### src/rtl/pad_share_arbiter.sv
// Round-robin owner arbiter for a shared pad group with a fixed released turnaround between owners.
// Optional owner hold timeout is enabled by defining PADARB_TIMEOUT_EN.
module pad_share_arbiter #(
  parameter int PAD_W    = 3,
  parameter int TURN_CYC = 2,
  parameter int MAX_HOLD = 64
) (
  input  logic               clk_i,
  input  logic               rst_ni,
  input  logic [2:0]         req_i,
  input  logic [3*PAD_W-1:0] out_i,
  input  logic [3*PAD_W-1:0] oe_i,
  output logic [2:0]         gnt_o,
  output logic [PAD_W-1:0]   pad_out_o,
  output logic [PAD_W-1:0]   pad_oeb_o,
  input  logic [PAD_W-1:0]   pad_in_i,
  output logic [PAD_W-1:0]   in_o,
  output logic [1:0]         owner_o,
  output logic               revoked_o
);

  typedef enum logic [1:0] {IDLE, OWN, TURN} state_e;

  localparam logic [3:0] TURN_LD = 4'(TURN_CYC);
  localparam logic [1:0] NO_OWNER = 2'd3;

  state_e     state_q, state_d;
  logic [1:0] last_q, last_d;
  logic [3:0] turn_q, turn_d;
  logic [1:0] pick;
  logic [2:0] own_oh;
  logic       own_req;
  logic       timeout;

  // Search last+1, last+2, last+3 (mod 3); the previous owner is tried last.
  function automatic logic [1:0] rr_pick(input logic [2:0] req, input logic [1:0] last);
    logic [1:0] idx;
    int         s;
    rr_pick = NO_OWNER;
    for (int i = 3; i >= 1; i--) begin
      s   = int'(last) + i;
      idx = 2'(s % 3);
      if (req[idx]) rr_pick = idx;
    end
  endfunction

  function automatic logic [2:0] to_onehot(input logic [1:0] idx);
    case (idx)
      2'd0:    to_onehot = 3'b001;
      2'd1:    to_onehot = 3'b010;
      2'd2:    to_onehot = 3'b100;
      default: to_onehot = 3'b000;
    endcase
  endfunction

  assign pick    = rr_pick(req_i, last_q);
  assign own_oh  = to_onehot(last_q);
  assign own_req = |(req_i & own_oh);

`ifdef PADARB_TIMEOUT_EN
  localparam logic [15:0] HOLD_LIM = 16'(MAX_HOLD - 1);

  logic [15:0] hold_q, hold_d;
  logic        revoked_q, revoked_d;

  // Only a competing request can trigger a revoke; a lone owner just saturates.
  assign timeout = (hold_q == HOLD_LIM) && |(req_i & ~own_oh);

  always_comb begin
    hold_d    = 16'd0;
    revoked_d = 1'b0;
    if (state_q == OWN) begin
      hold_d    = (hold_q == HOLD_LIM) ? hold_q : hold_q + 16'd1;
      revoked_d = timeout && own_req;
    end
  end

  always_ff @(posedge clk_i or negedge rst_ni) begin
    if (!rst_ni) begin
      hold_q    <= 16'd0;
      revoked_q <= 1'b0;
    end else begin
      hold_q    <= hold_d;
      revoked_q <= revoked_d;
    end
  end

  assign revoked_o = revoked_q;
`else
  logic unused_max_hold;

  assign unused_max_hold = (MAX_HOLD > 0);
  assign timeout         = 1'b0;
  assign revoked_o       = 1'b0;
`endif

  always_ff @(posedge clk_i or negedge rst_ni) begin
    if (!rst_ni) begin
      state_q <= IDLE;
      last_q  <= 2'd2;
      turn_q  <= 4'd0;
    end else begin
      state_q <= state_d;
      last_q  <= last_d;
      turn_q  <= turn_d;
    end
  end

  // last_q doubles as the owner index while in OWN.
  always_comb begin
    state_d = state_q;
    last_d  = last_q;
    turn_d  = turn_q;
    case (state_q)
      IDLE: begin
        if (pick != NO_OWNER) begin
          state_d = OWN;
          last_d  = pick;
        end
      end
      OWN: begin
        if (!own_req || timeout) begin
          state_d = TURN;
          turn_d  = TURN_LD;
        end
      end
      TURN: begin
        if (turn_q <= 4'd1) begin
          turn_d = 4'd0;
          if (pick != NO_OWNER) begin
            state_d = OWN;
            last_d  = pick;
          end else begin
            state_d = IDLE;
          end
        end else begin
          turn_d = turn_q - 4'd1;
        end
      end
      default: begin
        state_d = IDLE;
        turn_d  = 4'd0;
      end
    endcase
  end

  always_comb begin
    gnt_o     = 3'b000;
    owner_o   = NO_OWNER;
    pad_out_o = '0;
    pad_oeb_o = '1;
    if (state_q == OWN) begin
      gnt_o   = own_oh;
      owner_o = last_q;
      case (last_q)
        2'd0: begin
          pad_out_o = out_i[0*PAD_W +: PAD_W];
          pad_oeb_o = ~oe_i[0*PAD_W +: PAD_W];
        end
        2'd1: begin
          pad_out_o = out_i[1*PAD_W +: PAD_W];
          pad_oeb_o = ~oe_i[1*PAD_W +: PAD_W];
        end
        2'd2: begin
          pad_out_o = out_i[2*PAD_W +: PAD_W];
          pad_oeb_o = ~oe_i[2*PAD_W +: PAD_W];
        end
        default: begin
          pad_out_o = '0;
          pad_oeb_o = '1;
        end
      endcase
    end
  end

  assign in_o = pad_in_i;

endmodule

### config.mk
export PLATFORM = sky130hd
export DESIGN_NAME = pad_share_arbiter
export DESIGN_NICKNAME = d
export VERILOG_FILES = /design/src/rtl/pad_share_arbiter.sv
export SDC_FILE = /design/constraint.sdc
export NUM_CORES = 1
export LEC_CHECK = 0
export CORE_MARGIN = 2
export CORE_UTILIZATION = 42
export DETAILED_ROUTE_END_ITERATION = 8
export GPL_TIMING_DRIVEN = 0
export PLACE_DENSITY = 0.81
export SYNTH_ARGS = -nofsm -noshare
export SYNTH_HDL_FRONTEND = slang
export SYNTH_SLANG_ARGS = --single-unit
### constraint.sdc
create_clock -name clk_i -period 3.61 [get_ports clk_i]
set_clock_uncertainty 0.2 [all_clocks]
set_input_delay 0.5415 -clock clk_i [delete_from_list [all_inputs] [get_ports clk_i]]
set_output_delay 0.5415 -clock clk_i [all_outputs]
set_load 0.03 [all_outputs]
After elaboration in Yosys (flattened, before gate mapping)

Cells that the tools add are included.

Muxes and demuxes: 27
Reductions and logical operators: 7
Equality and inequality tests: 8
Order comparisons: 4
Div/mod/pow operators: 3
Bitwise logic cells: 5
Add/sub/neg operators: 4

Operators by type and width:

| operator                | number |
|---|---|
| $mod A32 B3 Y32 const B | 3 |
| $pmux W3 S3             | 3 |
| $mux W2                 | 9 |
| $pmux W4 S3             | 1 |
| $lt A2 B3 Y1 const B    | 3 |
| $mux W3                 | 3 |
| $not A3 Y3              | 3 |
| $mux W4                 | 2 |
| $ne A2 B2 Y1 const B    | 4 |
| $add A2 B2 Y3 const B   | 2 |
| $bmux W1 S2             | 3 |
| $pmux W2 S3             | 1 |
| $eq A2 B1 Y1 const B    | 2 |
| $eq A2 B2 Y1 const B    | 2 |
| $le A4 B1 Y1 const B    | 1 |
| $logic_not A2 Y1        | 2 |
| $mux W1                 | 4 |
| $pmux W2 S2             | 1 |
| $reduce_and A2 Y1       | 2 |
| $sub A4 B1 Y4 const B   | 1 |
| $add A2 B1 Y3 const B   | 1 |
| $and A3 B3 Y3           | 1 |
| $reduce_and A3 Y1       | 1 |
| $reduce_or A3 Y1        | 1 |
| 2 further kinds         | 2 |

Logic and storage cells: 61
Output and inout port bits: 15
Flip-flop bits (word level): 8
Input bits: 26

Logic depth before layout (Yosys ltp)

Gate-level depths: netlist of the first run.

Depth in word-level cells: 11
Mapped depth: 8
Mapped depth without buffers: 7

Worst setup path before layout of the first run

Ideal clock, no wire load.

Kind: reg2reg
Start: register last_q[1]
End: register state_q[1]
Setup slack: 1.115 ns
Stages on the path, launching flop included: 9
Clock period less this slack: 2.495 ns
Data arrival time: 2.168 ns
Data required time: 3.284 ns
Setup time: 0.126 ns
Buffers on the path: 1
Path through: dfstp_2 inv_1 ha_1 buf_6 or4b_1 a31oi_1 or4_1 nor3_1 o32a_1

Cells in the longest elaborated chain, start to end: 10

Ends and longest elaborated chain:

| element                                | line | RTL |
|---|---|---|
| start, declared                        | 28   | `logic [1:0] last_q, last_d;` |
| start signal, assigned                 | 104  | `last_q <= last_d;` |
| $add A2 B2 Y3                          | 41   | `s = int'(last) + i;` |
| $mod A32 B3 Y32                        | 42   | `idx = 2'(s % 3);` |
| $bmux W1 S2                            | 43   | `if (req[idx]) rr_pick = idx;` |
| $mux W1 (not written as such)          | 43   |  |
| $mux W2 (3 in series)                  | 43   |  |
| $ne A2 B2 Y1                           | 116  | `if (pick != NO_OWNER) begin` |
| $ne A2 B2 Y1 (no source line)          | --   |  |
| $reduce_and A3 Y1 (no source line) (*) | --   |  |
| end signal, assigned                   | 103  | `state_q <= state_d;` |
| end, declared                          | 27   | `state_e state_q, state_d;` |

Mark *: on every way between the ends. The rest lies on a longest branch, timed or not. The select of a mux whose other input is x is not followed.
A chain may end at the register's enable or synchronous reset.

Final worst setup path of the first run

Start: register last_q[1]
End: output pad_out_o[0]

Cells in the longest elaborated chain, start to end: 3

Ends and longest elaborated chain:

| element                              | line | RTL |
|---|---|---|
| $eq A2 B2 Y1 (tied with other cells) | 155  | `case (last_q)` |
| $pmux W3 S3 (*)                      | 155  |  |
| $mux W3 (*)                          | 152  | `if (state_q == OWN) begin` |
| end, declared                        | 14   | `output logic [PAD_W-1:0] pad_out_o,` |

Mark *: on every way between the ends. The rest lies on a longest branch, timed or not.

==> impl_metrics.csv, run 1 <==
group,metric,value,unit
outcome,outcome,"finished clean",
clock_tree,path_clk_slew,0.06,ns
drt,drt_iter0_markers,25,
global_routing,grt_first_pass_wirelength,3870,µm
timing,fin_crit_sh,86.7,%
power_and_ir_drop,p_per_area,803,nW/µm²
drt,antenna_left,0,
drt,remaining_drc_errors,0,
timing,setup_tns,0,ns
clock_tree,cts_buffers,3,
critical_path,critPathCaptureType,"primary output",
global_routing,grt_max_degree,11,
drt,num_vias,992,
layout,area_growth_syn_to_layout,43.7,%
clock_tree,cts.sinks,8,
floorplan,chipWidth,52.0,µm
job,max_cap_viol_count,0,
floorplan,rows,17,
clock_tree,cts-resized-gates,0,
critical_path,cp_num_buf_inv,3,
synthesis,ys_async_sr_fraction,100,%
synthesis,synth.avg_cell_area,8.33,µm²
global_routing,grt_util_all_layers,18.9,%
critical_path,setup.worst_path.class,"reg2out",
timing,max_freq,0.320,GHz
global_routing,antenna_found_initial,0,
drt,viasPerCell,5.39,
critical_path,path_cells,"inv_1 > ha_1 > buf_6 > a222oi_1 > nor2_1 > clkdlybuf4s50_1",
synthesis,synthCells,116,
layout,nNetsFinal,195,
synthesis,ys.flop_type,"dfrtp_1",
placed_design,gp_congestion,0.796,
floorplan,die_area,2700,µm²
clock_tree,postCtsHoldBufs,0,
clock_tree,insertion_delay,0.26,ns
floorplan,core_area,2190,µm²
power_and_ir_drop,p_leak,0.596,nW
synthesis,synth_seq_cells,8,
clock_tree,cts.repair_timing.setup_buffer_count,0,
clock_tree,clock_path_buffers,2,
synthesis,synth_top_area_share,18.1,%
timing,finalHoldViolCount,0,
critical_path,crit_arrival,2.39,ns
drt,drtPass1Iterations,4,
clock_tree,htreeDepth,1,
timing,finalCriticalPeriod,3.13,ns
clock_tree,root_buffer,"clkbuf_4",
critical_path,start_kind,"register",
critical_path,cpPeakStageDelay,0.60,ns
timing,slew_headroom,60.0,%
drt,wl_per_cell,13.2,µm
timing,setup_viol,0,
floorplan,floorplan.initialDensity,44.1,%
placed_design,dp_hpwl,1940,µm
placed_design,io_buffers,36,
synthesis,synth_edf_count,0,
global_routing,grt_pass1_vias,869,
synthesis,seq_area_frac_synth,20.9,%
synthesis,synth_nets,154,
global_routing,grt_remaining_overflow,0,
critical_path,cp_slowest_cell,"clkdlybuf4s50_1",
critical_path,worstPathMaxFanout,10,
floorplan,ios,41,
clock_tree,cts_tree,"yes",
synthesis,synth.distinct_cells,43,
synthesis,synthTopCellsByArea,"dfrtp_1 (18%), ha_1 (16%), nand2b_1 (6.5%)",
synthesis,syn_area,966,µm²
critical_path,required,2.87,ns
synthesis,yosys_warnings,0,
critical_path,crit_family,"buffers and inverters",
synthesis,yosys.area.top_type,"dfrtp_1",
worst_hold_path,min_path_type,"reg2reg",
layout,num_antenna_cells,0,
timing,rsz0062_at_grt,"false",
floorplan,die_h,52.0,µm
power_and_ir_drop,vdd_drop_max,0.493,mV
drt,detail_route.wirelength,2420,µm
timing,final_max_slew_viol_count,0,
timing,worst_slew_pin_slew,0.595,ns
timing,whs,0.319,ns
layout,drive_above_1_share,8.33,%
cell families after synthesis:
family	after synthesis	synth area share, %
AO/OA/AOI/OAI	30	23.6
buffers and inverters	16	9.33
multiplexers	2	2.07
other	1	0.388
flip-flops	8	20.9
adder cells (fa/ha/maj)	12	15.5
AND/OR/NAND/NOR	47	28.2
per-stage QoR:
stage / instances / worst slack (ns) / instance area [µm²] / power [mW] / util (%)
6_report: 184 / 0.480 / 1390 / 1.11 / 63.3
5_1_grt: 184 / 0.390 / 1390 / 1.20 / 63.3
4_1_cts: 184 / 0.469 / 1390 / 1.12 / 63.3
3_5_place_dp: 180 / 0.757 / 1360 / 1.03 / 62.1
3_3_place_gp: 180 / 0.792 / 1360 / 1.01 / 62.1
2_1_floorplan: 116 / 1.12 / 966 / 0.794 / -
layout by cell type (no fill, tap or decap), drive strengths merged, types with 2 or more instances in the layout:
cell / count
a21o: 2
buf: 6
dfrtp: 7
nor3b: 2
ha: 12
nor2: 6
inv: 10
nand3b: 2
o21ai: 5
nand4: 3
nor3: 4
a31oi: 2
clkbuf: 4
o32a: 2
mux2i: 2
nand2b: 10
nand3: 2
a21oi: 4
clkdlybuf4s50: 36
a222oi: 4
and2: 5
nand2: 7
power breakdown:
| group | internal [mW] | switching [mW] | leakage [nW] |
|---|---|---|---|
| Clock | 0.0425 | 0.0333 | 0.0150 |
| Sequential | 0.125 | 0.0308 | 0.103 |
| Combinational | 0.388 | 0.494 | 0.478 |
path summary, 6_finish.rpt:
| check | start | end | slack, ns | cells past startpoint |
|---|---|---|---|---|
| hold / removal | turn_q[1] | turn_q[1] | 0.32 | 2 |
| min in group asynchronous | rst_ni | turn_q[1] | 0.35 | 1 |
| setup / recovery | last_q[1] | pad_out_o[0] | 0.48 | 6 |
| setup reg to reg | last_q[1] | state_q[1] | 0.94 | 8 |
| hold reg to reg | turn_q[1] | turn_q[1] | 0.32 | 2 |
| max in group asynchronous | rst_ni | last_q[1] | 2.56 | 1 |
cell type report:
type	count	area [µm²]
Multi-Input combinational cell	92	674
Sequential cell	8	201
Inverter	10	37.5
Fill cell	193	803
Timing Repair Buffer	36	360
Clock buffer	4	26.3
Tap cell	28	35.0
Buffer	6	52.6
routing by layer:
layer,GRT usage (%),part of all wire (%),vias to the layer above,wire (µm)
met3,6.61,11,0,265
met4,1.32,0,0,0
met5,0,0,-,0
met2,33.5,46,40,1120
li1,-,-,505,-
met1,22.8,43,447,1040
synthesized netlist by cell type, drive strengths merged, types with 2 or more instances:
cell	count
ha	12
inv	10
nand2b	10
dfrtp	7
nand2	7
buf	6
nor2	6
and2	5
o21ai	5
a21oi	4
a222oi	4
nor3	4
nand4	3
a21o	2
a31oi	2
mux2i	2
nand3	2
nand3b	2
nor3b	2
o32a	2
sequential cells by signal (all words and copies together), names as in the netlist:
signal	flops
turn_q	4
last_q	2
state_q	2
tightest hold or removal path: stages, from the launching register on:
cell and delay, ns:
dfrtp_1 0.35, nand2_1 0.05, o21ai_0 0.08
(Power assumes the default switching activity.)
==> inputs of run 2 (changes only) <==
--- a/config.mk
+++ b/config.mk
@@ -5,11 +5,13 @@
 export SDC_FILE = /design/constraint.sdc
 export NUM_CORES = 1
 export LEC_CHECK = 0
+export CELL_PAD_IN_SITES_DETAIL_PLACEMENT = 1
+export CELL_PAD_IN_SITES_GLOBAL_PLACEMENT = 1
 export CORE_MARGIN = 2
-export CORE_UTILIZATION = 42
+export CORE_UTILIZATION = 30
 export DETAILED_ROUTE_END_ITERATION = 8
 export GPL_TIMING_DRIVEN = 0
-export PLACE_DENSITY = 0.81
+export PLACE_DENSITY = 0.82
 export SYNTH_ARGS = -nofsm -noshare
 export SYNTH_HDL_FRONTEND = slang
 export SYNTH_SLANG_ARGS = --single-unit
==> impl_metrics.csv, run 2 (same netlist as run 1, synthesis figures left out) <==
group,metric,value,unit
clock_tree,postCtsHoldBufs,0,
critical_path,worstPathMaxFanout,10,
layout,layout_commonest_cell,"clkdlybuf4s50_1",
timing,finalCriticalPeriod,3.13,ns
critical_path,path_cells,"inv_1 > ha_1 > buf_6 > a222oi_1 > nor2_1 > clkdlybuf4s50_1",
worst_hold_path,holdPathEnd,"turn_q[1]",
floorplan,chipWidth,60.7,µm
layout,num_antenna_cells,0,
worst_hold_path,holdCritStartpoint,"turn_q[1]",
critical_path,r2r-end,"state_q[0]",
layout,area_growth_syn_to_layout,45.7,%
drt,antenna_left,0,
timing,setup_viol,0,
placed_design,io_buffers,36,
worst_hold_path,hold_path_depth,2,
power_and_ir_drop,p_per_area,804,nW/µm²
critical_path,setup.worst_path.class,"reg2out",
timing,finalHoldViolCount,0,
floorplan,die_h,60.7,µm
global_routing,antenna_found_initial,0,
clock_tree,cts.repair_timing.setup_buffer_count,0,
timing,worst_slack,0.484,ns
floorplan,die_area,3690,µm²
critical_path,r2r_setup_slack,0.88,ns
critical_path,worstRegToRegCells,8,
power_and_ir_drop,total_power,1.13,mW
outcome,outcome,"finished clean",
layout,largest-register,"turn_q",
timing,final_max_slew_viol_count,0,
clock_tree,cts.sinks,8,
layout,nNetsFinal,195,
drt,remaining_drc_errors,0,
worst_hold_path,min_path_type,"reg2reg",
drt,num_vias,1030,
critical_path,r2r_start,"last_q[1]",
floorplan,rows,20,
layout,finalNonFillerCells,200,
critical_path,crit_arrival,2.38,ns
clock_tree,path_clk_slew,0.06,ns
timing,fin_crit_sh,86.6,%
drt,viasPerCell,5.15,
critical_path,start_kind,"register",
clock_tree,cts_buffers,3,
power_and_ir_drop,vdd_drop_max,0.380,mV
timing,setup_tns,0,ns
drt,drtPass1Iterations,4,
placed_design,gp_congestion,0.754,
timing,worst_slew_pin_slew,0.686,ns
power_and_ir_drop,p_leak,0.596,nW
placed_design,place_inst,196,
global_routing,grt_first_pass_wirelength,4600,µm
global_routing,grt_remaining_overflow,0,
clock_tree,cts_tree,"yes",
clock_tree,insertion_delay,0.27,ns
clock_tree,clock_path_buffers,2,
timing,max_freq,0.320,GHz
global_routing,grt_max_degree,11,
placed_design,dp_hpwl,2380,µm
layout,drive_above_1_share,8.33,%
floorplan,core_area,3050,µm²
layout,largest_reg_flops,4,
global_routing,grt_pass1_vias,1023,
clock_tree,htreeDepth,1,
timing,slew_headroom,53.9,%
placed_design,place_ws,0.756,ns
clock_tree,cts-resized-gates,0,
drt,wl_per_cell,14.5,µm
critical_path,cp_slowest_cell,"clkdlybuf4s50_1",
layout,mostFrequentLayoutCells,"clkdlybuf4s50_1 (36), ha_1 (12), inv_1 (10), nand2b_1 (10)",
floorplan,floorplan.initialDensity,31.6,%
timing,rsz0062_at_grt,"false",
drt,drt_iter0_markers,34,
timing,whs,0.305,ns
critical_path,required,2.87,ns
critical_path,critPathCaptureType,"primary output",
global_routing,grt_util_all_layers,16.5,%
clock_tree,root_buffer,"clkbuf_4",
drt,detail_route.wirelength,2890,µm
layout,reg_top3,"turn_q (4), last_q (2), state_q (2)",
floorplan,ios,41,
job,max_cap_viol_count,0,
critical_path,cpPeakStageDelay,0.60,ns
==> run 2: cell counts in the layout (fill, tap and decap cells not counted) <==
No cell type changed its count.
==> run 2: metal layers <==
| layer | GRT usage [%] | up-vias | part of all wire, % |
|---|---|---|---|
| met5 | 0 | - | 0 |
| met4 | 5.28 | 0 | 1.1 |
| met3 | 2.56 | 3 | 5.6 |
| met2 | 29.6 | 28 | 49 |
| met1 | 20.2 | 499 | 45 |
| li1 | - | 500 | - |
==> run 2: how the worst max path moves through the flow <==
stage / startpoint / endpoint / cells after the start
6_report: last_q[1] / pad_out_o[2] / 6
5_1_grt: last_q[1] / pad_out_o[1] / 6
4_1_cts: last_q[1] / pad_out_o[2] / 6
3_5_place_dp: last_q[1] / pad_out_o[2] / 6
3_3_place_gp: last_q[1] / pad_out_o[0] / 6
2_1_floorplan: last_q[1] / state_q[1] / 8
==> run 2: worst max-delay path: cells and delay by family, from the launching register on <==
family / cells / cell delay [ns]
simple gates: 1 / 0.07
flops: 1 / 0.57
fa+ha+maj: 1 / 0.26
buf+inv: 3 / 0.86
compound gates: 1 / 0.35
==> run 2: layout make-up <==
| type | instances | area, µm² |
|---|---|---|
| fill | 374 | 1650 |
| multi-input combinational | 92 | 674 |
| timing repair buffer | 36 | 360 |
| sequential | 8 | 201 |
| tap | 44 | 55.1 |
| buffer | 6 | 52.6 |
| inverter | 10 | 37.5 |
| clock buffer | 4 | 26.3 |
==> run 2: through the flow <==
step                      util [%]  area [µm²]
after floorplan                  -         966
after global placement        45.2        1380
after detailed placement      45.2        1380
after CTS                     46.1        1410
after global routing          46.1        1410
final                         46.1        1410
==> run 2: report_power, final <==
part | internal (mW) | switching, mW | total (mW)
clock network | 0.0428 | 0.0389 | 0.0817
registers | 0.125 | 0.0332 | 0.158
logic | 0.388 | 0.504 | 0.892
total | 0.556 | 0.576 | 1.13
